--- src/rtl/audio_noise_pkg.sv ---
// Shared constants, tap layout and config selector for the multi-channel noise source.
package audio_noise_pkg;

  localparam int LFSR_W = 23;
  localparam logic [LFSR_W-1:0] SEED_DEF = 23'h7FFFF8;

  // Output taps, MSB first
  localparam int TAPS [8] = '{22, 20, 16, 13, 11, 7, 4, 2};

  typedef enum logic [1:0] {
    CFG_FREQ = 2'd0,
    CFG_CTRL = 2'd1,
    CFG_SEED = 2'd2,
    CFG_RSVD = 2'd3
  } cfg_sel_e;

  function automatic logic [7:0] lfsr_taps(input logic [LFSR_W-1:0] s);
    logic [7:0] t;
    t = '0;
    for (int i = 0; i < 8; i++) t[7-i] = s[TAPS[i]];
    return t;
  endfunction

endpackage

--- src/rtl/audio_noise_ch.sv ---
// One noise channel: phase accumulator, 23-bit LFSR (long/short), enable gate, output register.
module audio_noise_ch
  import audio_noise_pkg::*;
#(
  parameter int FREQ_W = 16,
  parameter int ACC_W  = 19,
  parameter int OUT_W  = 8
) (
  input  logic              clk_i,
  input  logic              rstn_i,
  input  logic              wr_i,
  input  logic [1:0]        sel_i,
  input  logic [22:0]       data_i,
  output logic              step_o,
  output logic [OUT_W-1:0]  sample_o
);

  logic [FREQ_W-1:0] freq_q, freq_d;
  logic              en_q, en_d;
  logic              short_q, short_d;
  logic [ACC_W-1:0]  acc_q, acc_d;
  logic [22:0]       lfsr_q, lfsr_d;
  logic              step_q, step_d;
  logic [OUT_W-1:0]  sample_q, sample_d;

  logic [ACC_W:0]    sum;
  logic              carry;
  logic              fb;
  logic [7:0]        taps;
  cfg_sel_e          sel;

  always_comb begin
    sel      = cfg_sel_e'(sel_i);
    sum      = {1'b0, acc_q} + (ACC_W+1)'(freq_q);
    carry    = en_q & sum[ACC_W];
    fb       = short_q ? (lfsr_q[6] ^ lfsr_q[5]) : (lfsr_q[22] ^ lfsr_q[17]);
    taps     = lfsr_taps(lfsr_q);

    freq_d   = freq_q;
    en_d     = en_q;
    short_d  = short_q;
    acc_d    = en_q ? sum[ACC_W-1:0] : acc_q;
    lfsr_d   = lfsr_q;
    step_d   = carry;
    sample_d = en_q ? taps[7 -: OUT_W] : '0;

    // All-zero state is a lock-up; reload the default seed instead of shifting
    if (carry) lfsr_d = (lfsr_q == '0) ? SEED_DEF : {lfsr_q[21:0], fb};

    // A seed write overrides any carry on the same edge, including its step pulse
    if (wr_i) begin
      unique case (sel)
        CFG_FREQ: freq_d = data_i[FREQ_W-1:0];
        CFG_CTRL: begin
          en_d    = data_i[1];
          short_d = data_i[0];
        end
        CFG_SEED: begin
          lfsr_d = (data_i == '0) ? SEED_DEF : data_i;
          acc_d  = '0;
          step_d = 1'b0;
        end
        default: ;
      endcase
    end
  end

  always_ff @(posedge clk_i or negedge rstn_i) begin
    if (!rstn_i) begin
      freq_q   <= '0;
      en_q     <= 1'b0;
      short_q  <= 1'b0;
      acc_q    <= '0;
      lfsr_q   <= SEED_DEF;
      step_q   <= 1'b0;
      sample_q <= '0;
    end else begin
      freq_q   <= freq_d;
      en_q     <= en_d;
      short_q  <= short_d;
      acc_q    <= acc_d;
      lfsr_q   <= lfsr_d;
      step_q   <= step_d;
      sample_q <= sample_d;
    end
  end

  assign step_o   = step_q;
  assign sample_o = sample_q;

endmodule

--- src/rtl/audio_noise_mc.sv ---
// Multi-channel SID-style noise source: config write decode plus NUM_CH channel instances.
module audio_noise_mc
  import audio_noise_pkg::*;
#(
  parameter int NUM_CH = 4,
  parameter int FREQ_W = 16,
  parameter int ACC_W  = 19,
  parameter int OUT_W  = 8,
  localparam int CH_W  = (NUM_CH > 1) ? $clog2(NUM_CH) : 1
) (
  input  logic                    clk_i,
  input  logic                    rstn_i,
  input  logic                    cfg_we_i,
  input  logic [CH_W-1:0]         cfg_ch_i,
  input  logic [1:0]              cfg_sel_i,
  input  logic [LFSR_W-1:0]       cfg_data_i,
  output logic [NUM_CH-1:0]       step_o,
  output logic [NUM_CH*OUT_W-1:0] sample_data_o
);

  // Channel indices with no instance never match, so such writes fall on the floor
  for (genvar c = 0; c < NUM_CH; c++) begin : g_ch
    logic wr;
    assign wr = cfg_we_i && (cfg_ch_i == CH_W'(c));

    audio_noise_ch #(
      .FREQ_W (FREQ_W),
      .ACC_W  (ACC_W),
      .OUT_W  (OUT_W)
    ) u_ch (
      .clk_i    (clk_i),
      .rstn_i   (rstn_i),
      .wr_i     (wr),
      .sel_i    (cfg_sel_i),
      .data_i   (cfg_data_i),
      .step_o   (step_o[c]),
      .sample_o (sample_data_o[c*OUT_W +: OUT_W])
    );
  end

endmodule
--- config.mk ---
export PLATFORM = sky130hd
export DESIGN_NAME = audio_noise_mc
export DESIGN_NICKNAME = d
export VERILOG_FILES = /design/src/rtl/audio_noise_pkg.sv /design/src/rtl/audio_noise_ch.sv /design/src/rtl/audio_noise_mc.sv
export SDC_FILE = /design/constraint.sdc
export NUM_CORES = 1
export LEC_CHECK = 0
export BUFFER_PORTS_ARGS = -buffer_cell sky130_fd_sc_hd__buf_2
export CAP_MARGIN = 20
export CORE_MARGIN = 8
export CORE_UTILIZATION = 62
export DETAILED_ROUTE_END_ITERATION = 16
export PLACE_DENSITY = 0.8
export SYNTH_ARGS = -nofsm -noshare
export SYNTH_HDL_FRONTEND = slang
export SYNTH_SLANG_ARGS = --single-unit
--- constraint.sdc ---
create_clock -name clk_i -period 3.3 [get_ports clk_i]
set_input_delay 0.66 -clock clk_i [delete_from_list [all_inputs] [get_ports clk_i]]
set_output_delay 0.66 -clock clk_i [all_outputs]
set_load 0.005 [all_outputs]
Yosys cells after proc, flatten, opt, wreduce, memory -nomap -nowiden --
Index checks and enable logic that the tools add are counted.
Operators by class: add/subtract/negate cells 4, multipliers 0, div/mod/pow operators 0, order comparisons 0, eq/ne operators 5, shift operators 0, multiplexer cells 45, bitwise operators 12, reduce and logical (&&, ||, !) cells 19
Operator list (number):
- $mux 23 | 17
- $mux 19 | 12
- $logic_not 23->1 | 5
- $add 19x16->20 | 4
- $mux 8 | 4
- $reduce_and 2->1 | 8
- $mux 1 | 12
- $xor 1x1->1 | 8
- $eq 2x2->1 const B | 3
- $and 1x1->1 | 4
- $eq 2x1->1 const B | 2
- $logic_and 1x1->1 | 4
- $logic_not 2->1 | 2
Storage, ports and cells: register bits 276, bits in latches 0, memory bits (writable) 0, memory bits (read-only) 0, input bits 30, output and inout bits 36, logic and storage cells 113, memories kept 0

Longest topological paths before layout --
Gate-level depths: netlist of run 1.
word-level depth 6, gate-level depth with buffers 10, gate-level depth less buffers 10

By module --
Synthesis of run 1 repeated with hierarchy kept, for this count alone.
Second synthesis, totals: cells, all modules 1517, area total of the unflattened synthesis 15333.5 µm²
Modules (own cells, without submodules):
- audio_noise_ch (g_ch[2].u_ch ...) | instances 2, cells an instance 380, area an instance 3767.4 µm², sequential area each 1751.7 µm²
- audio_noise_ch (g_ch[0].u_ch) | instances 1, cells an instance 396, area an instance 4058.9 µm², sequential area each 1751.7 µm²
- audio_noise_ch (g_ch[1].u_ch) | instances 1, cells an instance 357, area an instance 3702.3 µm², sequential area each 1751.7 µm²
- audio_noise_mc | instances 1, cells an instance 4, area an instance 37.5 µm², sequential area each 0.0 µm²

Worst setup path after synthesis of run 1 --
OpenSTA, ideal clock, no wires.
kind register to register, start register g_ch[0].u_ch.acc_q[0], end register g_ch[0].u_ch.acc_q[16], setup time 0.132 ns, data arrival time 2.432 ns, data required time 3.168 ns, path slack 0.736 ns, cell stages (with the launch flop) 11, path buffers 0, period minus slack after synthesis 2.564 ns, cell sequence dfrtp_1 ha_1 fa_1 a211o_1 a2111oi_2 o21ai_1 a31oi_1 o21ai_0 nand2_1 xor2_1 nor2_1
Between the ends: longest elaborated chain between the ends 4
RTL lines:
- start: declaration | line audio_noise_ch.sv:21 | logic [ACC_W-1:0] acc_q, acc_d;
- start signal: assignment | line audio_noise_ch.sv:73 | acc_q <= '0;
- start signal: assignment | line audio_noise_ch.sv:81 | acc_q <= acc_d;
- $add 19x16->20 * | line audio_noise_ch.sv:34 | sum = {1'b0, acc_q} + (ACC_W+1)'(freq_q);
- $mux 19 * | line audio_noise_ch.sv:42 | acc_d = en_q ? sum[ACC_W-1:0] : acc_q;
- $mux 19 | line audio_noise_ch.sv:52 | unique case (sel)
- $mux 19 * | line audio_noise_ch.sv:51 | if (wr_i) begin
- via g_ch[0].u_ch.acc_d[16] | line audio_noise_ch.sv:21
Mark *: on every way through the listed nets, which the timed path passes. The rest lies on a longest branch. A chain may end at the register's enable or synchronous reset.

Worst setup path after layout of run 1 --
start register g_ch[1].u_ch.acc_q[8], end register g_ch[1].u_ch.lfsr_q[9]
Between the ends: longest elaborated chain between the ends 5
RTL lines:
- start: declaration | line audio_noise_ch.sv:21
- start signal: assignment | line audio_noise_ch.sv:73
- start signal: assignment | line audio_noise_ch.sv:81
- $add 19x16->20 * | line audio_noise_ch.sv:34
- $and 1x1->1 * | line audio_noise_ch.sv:35 | carry = en_q & sum[ACC_W];
- $mux 23 * | line audio_noise_ch.sv:48 | if (carry) lfsr_d = (lfsr_q == '0) ? SEED_DEF : {lfsr_q[21:0], fb};
- $mux 23 | line audio_noise_ch.sv:52
- $mux 23 * | line audio_noise_ch.sv:51
- via g_ch[1].u_ch.lfsr_d[9] | line audio_noise_ch.sv:22 | logic [22:0] lfsr_q, lfsr_d;
- end signal: assignment | line audio_noise_ch.sv:82 | lfsr_q <= lfsr_d;
- end: declaration | line audio_noise_ch.sv:22
Marks and branches as above.

==> results.json, run 1 <==
{
  "fin_crit_ns": 2.99,
  "synthSimpleGateAreaFrac_pct": 16.7,
  "end_kind": "register",
  "setup_viol": 0,
  "slowest_delay_ns": 0.81,
  "cap_viol_max_count": 0,
  "place_congestion": 0.882,
  "power_density_nw_per_um2": 945,
  "required_ns": 3.74,
  "power_mw": 15.5,
  "syn_area_um2": 14800,
  "max-vdd-ir-drop_v": 0.000497,
  "cts_root_buf": "clkbuf_16",
  "start_util_pct": 63.1,
  "rsz0062_at_grt": "no",
  "crit_fanout": 42,
  "htree_num_levels": 1,
  "synth.area.mux_share_pct": 9.12,
  "worstSetupStartpointType": "register",
  "synthAdderAreaFrac_pct": 5.94,
  "place_hpwl_um": 24300,
  "crit_chain": "ha_1 > a21oi_1 > a21boi_0 > a31oi_1 > a211oi_1 > or2_4 > a21oi_4 > nor3_1 > a211oi_1",
  "antenna_found_initial": 1,
  "cts_tree": "done",
  "grt_pass1_wl_um": 59300,
  "antenna_cells": 0,
  "die_h_um": 171,
  "hold_class": "in2async",
  "ys_seq_elements": 276,
  "wl_per_cell_um": 19.8,
  "ant_nets": 0,
  "finClkSkew_ns": 0.00826,
  "grt_pass1_vias": 11500,
  "synth_compound_area_share_pct": 13.6,
  "drv_slew": 0,
  "grt_overflow": 0,
  "max-clock-path-buffers": 3,
  "ys_seq_area_share_pct": 47.3,
  "synthCells": 1475,
  "worst-r2r-setup-slack_ns": 0.31,
  "crit_top_cell": "a211oi_1",
  "worstPathArrival_ns": 3.43,
  "num_rows": 56,
  "synth_edf_count": 0,
  "relSlewSlack_pct": 30.8,
  "firstDrtPassIters": 5,
  "numCtsBuffers": 29,
  "synth.avg_cell_area_um2": 10.0,
  "utilization_pct": 69.7,
  "yosysTopAreaCell": "dfrtp_1",
  "rr_startpoint": "g_ch[1].u_ch.acc_q[8]$_DFF_PN0_",
  "synthXorXnorAreaFrac_pct": 3.72,
  "synth_flop_cell": "dfrtp_1",
  "synth_nets": 1573,
  "die_area_um2": 29100,
  "clock.fmax_mhz": 335,
  "yosysMostFrequentCell": "nor2_1",
  "synth.area.top_cells": "dfrtp_1 33%, dfstp_2 14%, nor2_1 6.4%, mux2_2 5.5%, ha_1 5.4%",
  "run_status": "finished clean",
  "min_period_over_period_pct": 90.5,
  "wl_um": 36600,
  "drive_gt1_share_pct": 19.9,
  "port_buffers": 65,
  "numClockSinks": 276,
  "path_clk_slew_ns": 0.06,
  "clk_latency_ns": 0.55,
  "viasPerCell": 6.26,
  "core_area_um2": 23500,
  "tightest_slew_ns": 1.04,
  "syn2layout_area_growth_pct": 10.5,
  "yosysTopAreaCellShare_pct": 33.1,
  "ios": 66,
  "drc": 0,
  "postCtsSetupRepairBufs": 0,
  "synth_commonest_cells": "253 x nor2_1, 196 x dfrtp_1, 85 x a211oi_1, 80 x dfstp_2, 76 x nor3_1",
  "setup_tns_ns": 0,
  "die_x_um": 171,
  "finalHoldViolations": 0,
  "p_leak_nw": 7.25,
  "drt-initial-drc-count": 1141,
  "ys_types": 70,
  "crit_start": "g_ch[1].u_ch.acc_q[8]$_DFF_PN0_",
  "grt_max_degree": 102,
  "slowest_stage": "a21oi_4",
  "crit_type": "reg2reg",
  "fin_nets": 1606,
  "post_cts_resized": 0,
  "holdBufCountCts": 0,
  "route.vias.total": 11600,
  "synthArstFlopShare_pct": 100,
  "yosysWarningCount": 0,
  "grt_use_total_pct": 25.2,
  "synth_top_family_by_area": "simple AND/OR/NAND/NOR gates"
}
metal layers:
metal  vias up  global-route usage (%)  part of all wire [%]
met3       112                    4.17                   6.6
met5         -                       0                 0.036
met2       404                    41.3                    47
met1      5743                    32.7                    42
li1       5318                       -                     -
met4         2                    11.3                   4.8
final cells by class:
cell class,count,area (um2)
well taps,319,399
clock buffers,46,850
fillers,1748,7100
repair buffers,92,601
clock inverters,7,93.8
flip-flops and latches,276,7010
multi-input cells,1075,7290
inverters,34,128
worst max-delay path: cells and delay by family, from the launching register on:
family,cells,cell delay (ns)
adders and majority gates,1,0.38
AOI/OAI and AO/OA,6,1.71
and+or+nand+nor,2,0.39
DFF,1,0.39
flip-flops by register name, summed over array words and instances, names as in the netlist:
signal              flops
g_ch.u_ch.acc_q        76
g_ch.u_ch.step_o        4
g_ch.u_ch.sample_o     32
g_ch.u_ch.lfsr_q       92
g_ch.u_ch.freq_q       64
g_ch.u_ch.short_q       4
g_ch.u_ch.en_q          4
through the flow:
step                      cells  area, um2  setup slack [ns]  hold WS, ns
after floorplan            1475      14800             0.736        0.364
after global placement     1796      15400             0.436        0.490
after detailed placement   1796      15400             0.353        0.498
after CTS                  1849      16400             0.361        0.191
after global routing       1849      16400             0.164        0.206
final                      1849      16400             0.313        0.136
worst paths after layout:
| check | end | cells after the start |
|---|---|---|
| max | g_ch[1].u_ch.lfsr_q[9]$_DFF_PN1_ | 9 |
| min | g_ch[2].u_ch.freq_q[12]$_DFFE_PN0P_ | 1 |
| max reg2reg | g_ch[1].u_ch.lfsr_q[9]$_DFF_PN1_ | 9 |
| min reg2reg | g_ch[1].u_ch.freq_q[0]$_DFFE_PN0P_ | 1 |
| max in group asynchronous | g_ch[0].u_ch.lfsr_q[9]$_DFF_PN1_ | 2 |
| min in group clk_i | g_ch[1].u_ch.lfsr_q[20]$_DFF_PN1_ | 3 |
power by group:
group	switching [mW]	total [mW]	internal [mW]
registers	1.01	6.05	5.05
clock network	1.31	3.22	1.91
logic	3.37	6.19	2.83
total	5.69	15.5	9.78
cells by family after synthesis:
family,Yosys count
simple gates,532
compound gates,286
fa+ha+maj,68
xor+xnor,63
buf+inv,124
mux,126
flops,276
placed cells by master (no fill, tap or decap), types with 29 or more instances in the layout:
cell type  count
ha_1          64
buf_2         64
and2_1        36
mux2_2        72
dfrtp_1      196
a21oi_1       53
xor2_1        30
inv_1         34
dfstp_2       80
nor2_1       251
nor3_1        76
a211oi_1      85
o21ai_0       40
clkbuf_16     29
xnor2_1       33
nand2_1       60
mux2i_1       54
(Power assumes the default switching activity.)
==> run 2, diff against run 1 <==
PLACE_DENSITY = 0.76   (was 0.8)
==> run 2 against run 1 <==
Register-to-register slack got worse by 0.02 ns. Clock skew fell by 0.00053 ns. Die area did not move. Critical endpoint is now g_ch[1].u_ch.lfsr_q[22]$_DFF_PN1_. Via count fell by 2.0%. Critical path depth did not move. Sequential cell count did not move. Combinational power fell by 1%. Hold slack got worse by 0.095 ns.
==> results.json, run 2 (synthesis results as in run 1) <==
{
  "crit_top_cell": "a211oi_1",
  "wl_per_cell_um": 19.9,
  "viasPerCell": 6.13,
  "required_ns": 3.74,
  "post_cts_resized": 0,
  "num_rows": 56,
  "ios": 66,
  "grt_pass1_wl_um": 58900,
  "worstPathArrival_ns": 3.44,
  "largest_register_ffs": 92,
  "setup_tns_ns": 0,
  "numCtsBuffers": 29,
  "die_h_um": 171,
  "clock.fmax_mhz": 333,
  "p_leak_nw": 7.27,
  "max-clock-path-buffers": 3,
  "grt_use_total_pct": 25.3,
  "end_kind": "register",
  "max-vdd-ir-drop_v": 0.000524,
  "slowest_delay_ns": 0.80,
  "drc": 0,
  "highest-signal-layer": "met5",
  "fin_nets": 1607,
  "antenna_cells": 0,
  "final_cell_mix": "251 x nor2_1, 196 x dfrtp_1, 85 x a211oi_1",
  "fillers": 1718,
  "cap_viol_max_count": 0,
  "hold_class": "in2async",
  "cts_root_buf": "clkbuf_16",
  "route.vias.total": 11300,
  "crit_chain": "ha_1 > a21oi_1 > a21boi_0 > a31oi_1 > a211oi_1 > or2_4 > a21oi_4 > nor3_1 > a211oi_1",
  "postCtsSetupRepairBufs": 0,
  "htree_num_levels": 1,
  "path_clk_slew_ns": 0.06,
  "final_cells": 1850,
  "regMostFlops": "g_ch.u_ch.lfsr_q",
  "tightest_slew_ns": 1.02,
  "crit_fanout": 42,
  "fin_hold_ws_ns": 0.0408,
  "cp_top_family": "compound AO/OA/AOI/OAI gates",
  "die_x_um": 171,
  "run_status": "finished clean",
  "final_common_cell": "nor2_1",
  "place_congestion": 0.845,
  "numClockSinks": 276,
  "clk_latency_ns": 0.54,
  "wl_um": 36800,
  "firstDrtPassIters": 7,
  "drv_slew": 0,
  "top_regs": "g_ch.u_ch.lfsr_q (92), g_ch.u_ch.acc_q (76), g_ch.u_ch.freq_q (64)",
  "finClkSkew_ns": 0.00773,
  "place_hpwl_um": 23600,
  "met3_length_um": 2540,
  "ant_nets": 0,
  "grt_overflow": 0,
  "start_util_pct": 63.1,
  "port_buffers": 65,
  "drive_gt1_share_pct": 20.2,
  "rsz0062_at_grt": "no",
  "worstSetupStartpointType": "register",
  "antenna_found_initial": 3,
  "grt_max_degree": 94,
  "crit_buf_inv": 0,
  "power_density_nw_per_um2": 950,
  "dp.cells": 1797,
  "finalHoldViolations": 0,
  "cts_tree": "done",
  "fin_crit_ns": 3.00,
  "slowest_stage": "a21oi_4",
  "setup_viol": 0,
  "syn2layout_area_growth_pct": 10.6,
  "drt-initial-drc-count": 994,
  "wl_met2_um": 17000,
  "min_period_over_period_pct": 91.0,
  "core_area_um2": 23500,
  "grt_pass1_vias": 11100,
  "holdBufCountCts": 0,
  "relSlewSlack_pct": 32.1,
  "crit_type": "reg2reg",
  "wl_met1_um": 15800,
  "die_area_um2": 29100
}
[run 2: cell types whose count changed in the layout (fill, tap and decap cells not counted)]
cell       delta
buf_4         +4
clkinv_2      +4
buf_12        -3
bufinv_16     +3
clkbuf_1      -3
clkbuf_8      -3
clkinv_4      -1
[run 2: final timing paths]
path,from,endpoint,slack [ns],depth (start not counted)
max,g_ch[1].u_ch.acc_q[8]$_DFF_PN0_,g_ch[1].u_ch.lfsr_q[22]$_DFF_PN1_,0.30,9
max reg2reg,g_ch[1].u_ch.acc_q[8]$_DFF_PN0_,g_ch[1].u_ch.lfsr_q[22]$_DFF_PN1_,0.30,9
max in group asynchronous,rstn_i,g_ch[1].u_ch.lfsr_q[5]$_DFF_PN1_,2.34,2
min,rstn_i,g_ch[2].u_ch.acc_q[12]$_DFF_PN0_,0.04,1
min reg2reg,g_ch[3].u_ch.lfsr_q[12]$_DFF_PN1_,g_ch[3].u_ch.lfsr_q[13]$_DFF_PN1_,0.51,2
min in group clk_i,cfg_data_i[19],g_ch[2].u_ch.lfsr_q[19]$_DFF_PN1_,0.44,3
[run 2: area by class of cell]
| class | instances | area [um2] | share of cell area [%] |
|---|---|---|---|
| tap | 319 | 399 | 2.44 |
| sequential | 276 | 7010 | 42.8 |
| timing repair buffer | 93 | 571 | 3.48 |
| inverter | 34 | 128 | 0.779 |
| clock inverter | 13 | 195 | 1.19 |
| multi-input combinational | 1075 | 7290 | 44.5 |
| clock buffer | 40 | 797 | 4.86 |
[run 2: where the power goes]
group	total (mW)	internal (mW)	switching, mW
combinational	6.12	2.81	3.31
sequential	6.04	5.04	0.996
clock	3.42	2.07	1.35
total	15.6	9.92	5.65
[run 2: worst register-to-register path: cells and delay by family (launching register included)]
kind	cells	cell delay [ns]
compound gates	6	1.73
simple gates	2	0.43
fa+ha+maj	1	0.38
flops	1	0.38
[run 2: metal layers]
metal	track usage, %	vias up
li1	-	5318
met1	34.9	5560
met2	39.7	361
met3	3.83	102
met4	10.6	6
met5	0	-
[run 2: through the flow]
| stage | power, mW | util [%] | instance area [um2] | worst slack [ns] |
|---|---|---|---|---|
| after floorplan | 10.6 | - | 14800 | 0.736 |
| after global placement | 11.8 | 65.6 | 15400 | 0.472 |
| after detailed placement | 12.1 | 65.6 | 15400 | 0.354 |
| after CTS | 15.6 | 69.8 | 16400 | 0.364 |
| after global routing | 16.7 | 69.8 | 16400 | 0.0558 |
| final | 15.6 | 69.8 | 16400 | 0.296 |
==> run 3, diff against run 2 <==
CORE_UTILIZATION = 64   (was 62)
CTS_BUF_LIST = sky130_fd_sc_hd__clkbuf_4   (was unset)
PLACE_DENSITY = 0.78   (was 0.76)
TNS_END_PERCENT = 10   (was unset)
==> run 3 against run 2 <==
Sequential share of layout area about the same. Final area about the same. Register-to-register slack better by 0.08 ns. Worst setup slack better by 0.079 ns. Count of clock-buffer cells in the layout up 73. Power down 1.4%. Via count up 3.4%. Global-route usage up 1.4 points. Combinational power about the same. Fmax up 2.7%. Clock power down 7.3%. Critical path type unchanged. Largest cell class unchanged. Highest routed layer unchanged.
==> results.json, run 3 (synthesis results as in run 1) <==
{
  "wl_um": 37300,
  "core_area_um2": 22700,
  "antenna_found_initial": 3,
  "dpl_cell_area_um2": 15400,
  "start_util_pct": 65.3,
  "grt_pass1_vias": 11700,
  "dp.cells": 1764,
  "crit_fanout": 3,
  "rsz0062_at_grt": "no",
  "max-vdd-ir-drop_v": 0.000504,
  "final_cell_mix": "251 x nor2_1, 196 x dfrtp_1, 113 x clkbuf_4",
  "end_kind": "register",
  "cap_viol_max_count": 0,
  "die_x_um": 168,
  "clkPwrFrac_pct": 20.7,
  "power_mw": 15.4,
  "post_cts_resized": 0,
  "fillers": 1702,
  "drv_slew": 0,
  "p_leak_nw": 7.40,
  "stdcell_area_um2": 16400,
  "setup_tns_ns": 0,
  "largest_register_ffs": 92,
  "ant_nets": 0,
  "grt_use_total_pct": 26.8,
  "run_status": "finished clean",
  "final_common_cell": "nor2_1",
  "power_frac_comb_pct": 40.0,
  "fin_nets": 1655,
  "clock.fmax_mhz": 342,
  "fin_hold_ws_ns": 0.303,
  "hold_class": "in2reg",
  "globalRouteMet3Util_pct": 5.43,
  "die_h_um": 168,
  "relSlewSlack_pct": 33.7,
  "setup_viol": 0,
  "hold_end": "g_ch[1].u_ch.lfsr_q[19]$_DFF_PN1_",
  "grt_use_met1_pct": 35.2,
  "grt_max_degree": 83,
  "use_met2_pct": 41.6,
  "path_clk_slew_ns": 0.07,
  "firstDrtPassIters": 5,
  "grt_pass1_wl_um": 61200,
  "r2r-end": "g_ch[0].u_ch.acc_q[16]$_DFF_PN0_",
  "clk_latency_ns": 0.68,
  "port_buffers": 65,
  "num_rows": 55,
  "fin_crit_ns": 2.93,
  "worst-r2r-setup-slack_ns": 0.37,
  "rr_startpoint": "g_ch[0].u_ch.acc_q[0]$_DFF_PN0_",
  "r2r_cells": 10,
  "tightest_slew_ns": 0.993,
  "grt_overflow": 0,
  "place_congestion": 0.875,
  "drt-initial-drc-count": 979,
  "worstPathArrival_ns": 3.48,
  "ios": 66,
  "crit_type": "reg2reg",
  "top_regs": "g_ch.u_ch.lfsr_q (92), g_ch.u_ch.acc_q (76), g_ch.u_ch.freq_q (64)",
  "max-clock-path-buffers": 3,
  "min_period_over_period_pct": 88.6,
  "drc": 0,
  "drive_gt1_share_pct": 23.8,
  "die_area_um2": 28300,
  "numClockSinks": 276,
  "postCtsSetupRepairBufs": 0,
  "internal_power_mw": 9.60,
  "cts_tree": "done",
  "hold_depth": 3,
  "htree_num_levels": 3,
  "power_switching_mw": 5.76,
  "final_cells": 1902,
  "viasPerCell": 6.17,
  "wl_per_cell_um": 19.6,
  "required_ns": 3.85,
  "finalHoldViolations": 0,
  "numCtsBuffers": 75,
  "regMostFlops": "g_ch.u_ch.lfsr_q",
  "swShare_pct": 37.5,
  "syn2layout_area_growth_pct": 10.7,
  "place_hpwl_um": 24100,
  "worstSetupStartpointType": "register",
  "busiest_layer": "met2",
  "p_seq_share_pct": 39.4,
  "finClkSkew_ns": 0.0323,
  "cts_root_buf": "clkbuf_4",
  "power_density_nw_per_um2": 936,
  "hp-start": "cfg_data_i[19]",
  "route.vias.total": 11700
}
==> run 3: layout make-up <==
cell class	count	area (um2)	area share, %
repair buffers	95	629	3.84
diodes	1	2.50	0.0153
clock inverters	23	145	0.885
multi-input cells	1075	7290	44.4
clock buffers	113	848	5.17
flip-flops and latches	276	7010	42.7
inverters	34	128	0.778
well taps	285	357	2.17
==> run 3: repair_timing <==
action                                 in CTS  in global routing
hold buffers                                1                  0
setup endpoints to repair                   0                  0
endpoints found under the hold margin      56                  0
==> run 3: critical path: stages (launching register included) <==
cell       delay [ns]
dfrtp_1          0.38
ha_1             0.25
fa_1             0.44
a211o_1          0.36
a2111oi_2        0.38
o21ai_1          0.15
a31oi_1          0.32
o21ai_0          0.17
nand2_1          0.13
xor2_1           0.19
nor2_1           0.06
==> run 3: stage by stage <==
step                      setup slack [ns]  utilization [%]
after floorplan                      0.736                -
after global placement               0.357             67.8
after detailed placement             0.418             67.8
after CTS                            0.389             72.2
after global routing                0.0810             72.2
final                                0.375             72.2
==> run 3: worst max-delay path by stage <==
stage / endpoint / from / slack (ns) / cells past startpoint
6_report: g_ch[0].u_ch.acc_q[16]$_DFF_PN0_ / g_ch[0].u_ch.acc_q[0]$_DFF_PN0_ / 0.37 / 10
5_1_grt: g_ch[0].u_ch.acc_q[16]$_DFF_PN0_ / g_ch[0].u_ch.acc_q[0]$_DFF_PN0_ / 0.08 / 10
4_1_cts: g_ch[0].u_ch.acc_q[16]$_DFF_PN0_ / g_ch[0].u_ch.acc_q[0]$_DFF_PN0_ / 0.39 / 10
3_5_place_dp: g_ch[0].u_ch.lfsr_q[21]$_DFF_PN1_ / cfg_data_i[1] / 0.42 / 7
3_3_place_gp: g_ch[3].u_ch.lfsr_q[16]$_DFF_PN1_ / g_ch[3].u_ch.acc_q[12]$_DFF_PN0_ / 0.36 / 9
2_1_floorplan: g_ch[0].u_ch.acc_q[16]$_DFF_PN0_ / g_ch[0].u_ch.acc_q[0]$_DFF_PN0_ / 0.74 / 10
==> run 3: power groups by stage <==
| stage | Clock [mW] | Combinational, mW | Sequential (mW) |
|---|---|---|---|
| after floorplan | 0 | 4.84 | 5.76 |
| after global placement | 0 | 5.84 | 6.01 |
| after detailed placement | 0 | 6.08 | 6.06 |
| after CTS | 3.24 | 6.12 | 6.02 |
| after global routing | 3.42 | 6.93 | 6.22 |
| final | 3.17 | 6.14 | 6.04 |
==> run 3: per-layer routing <==
layer  share of wire, %  routed length, um
met1                 42              15800
met2                 47              17400
met3                6.3               2350
met4                4.6               1730
met5              0.067                 25
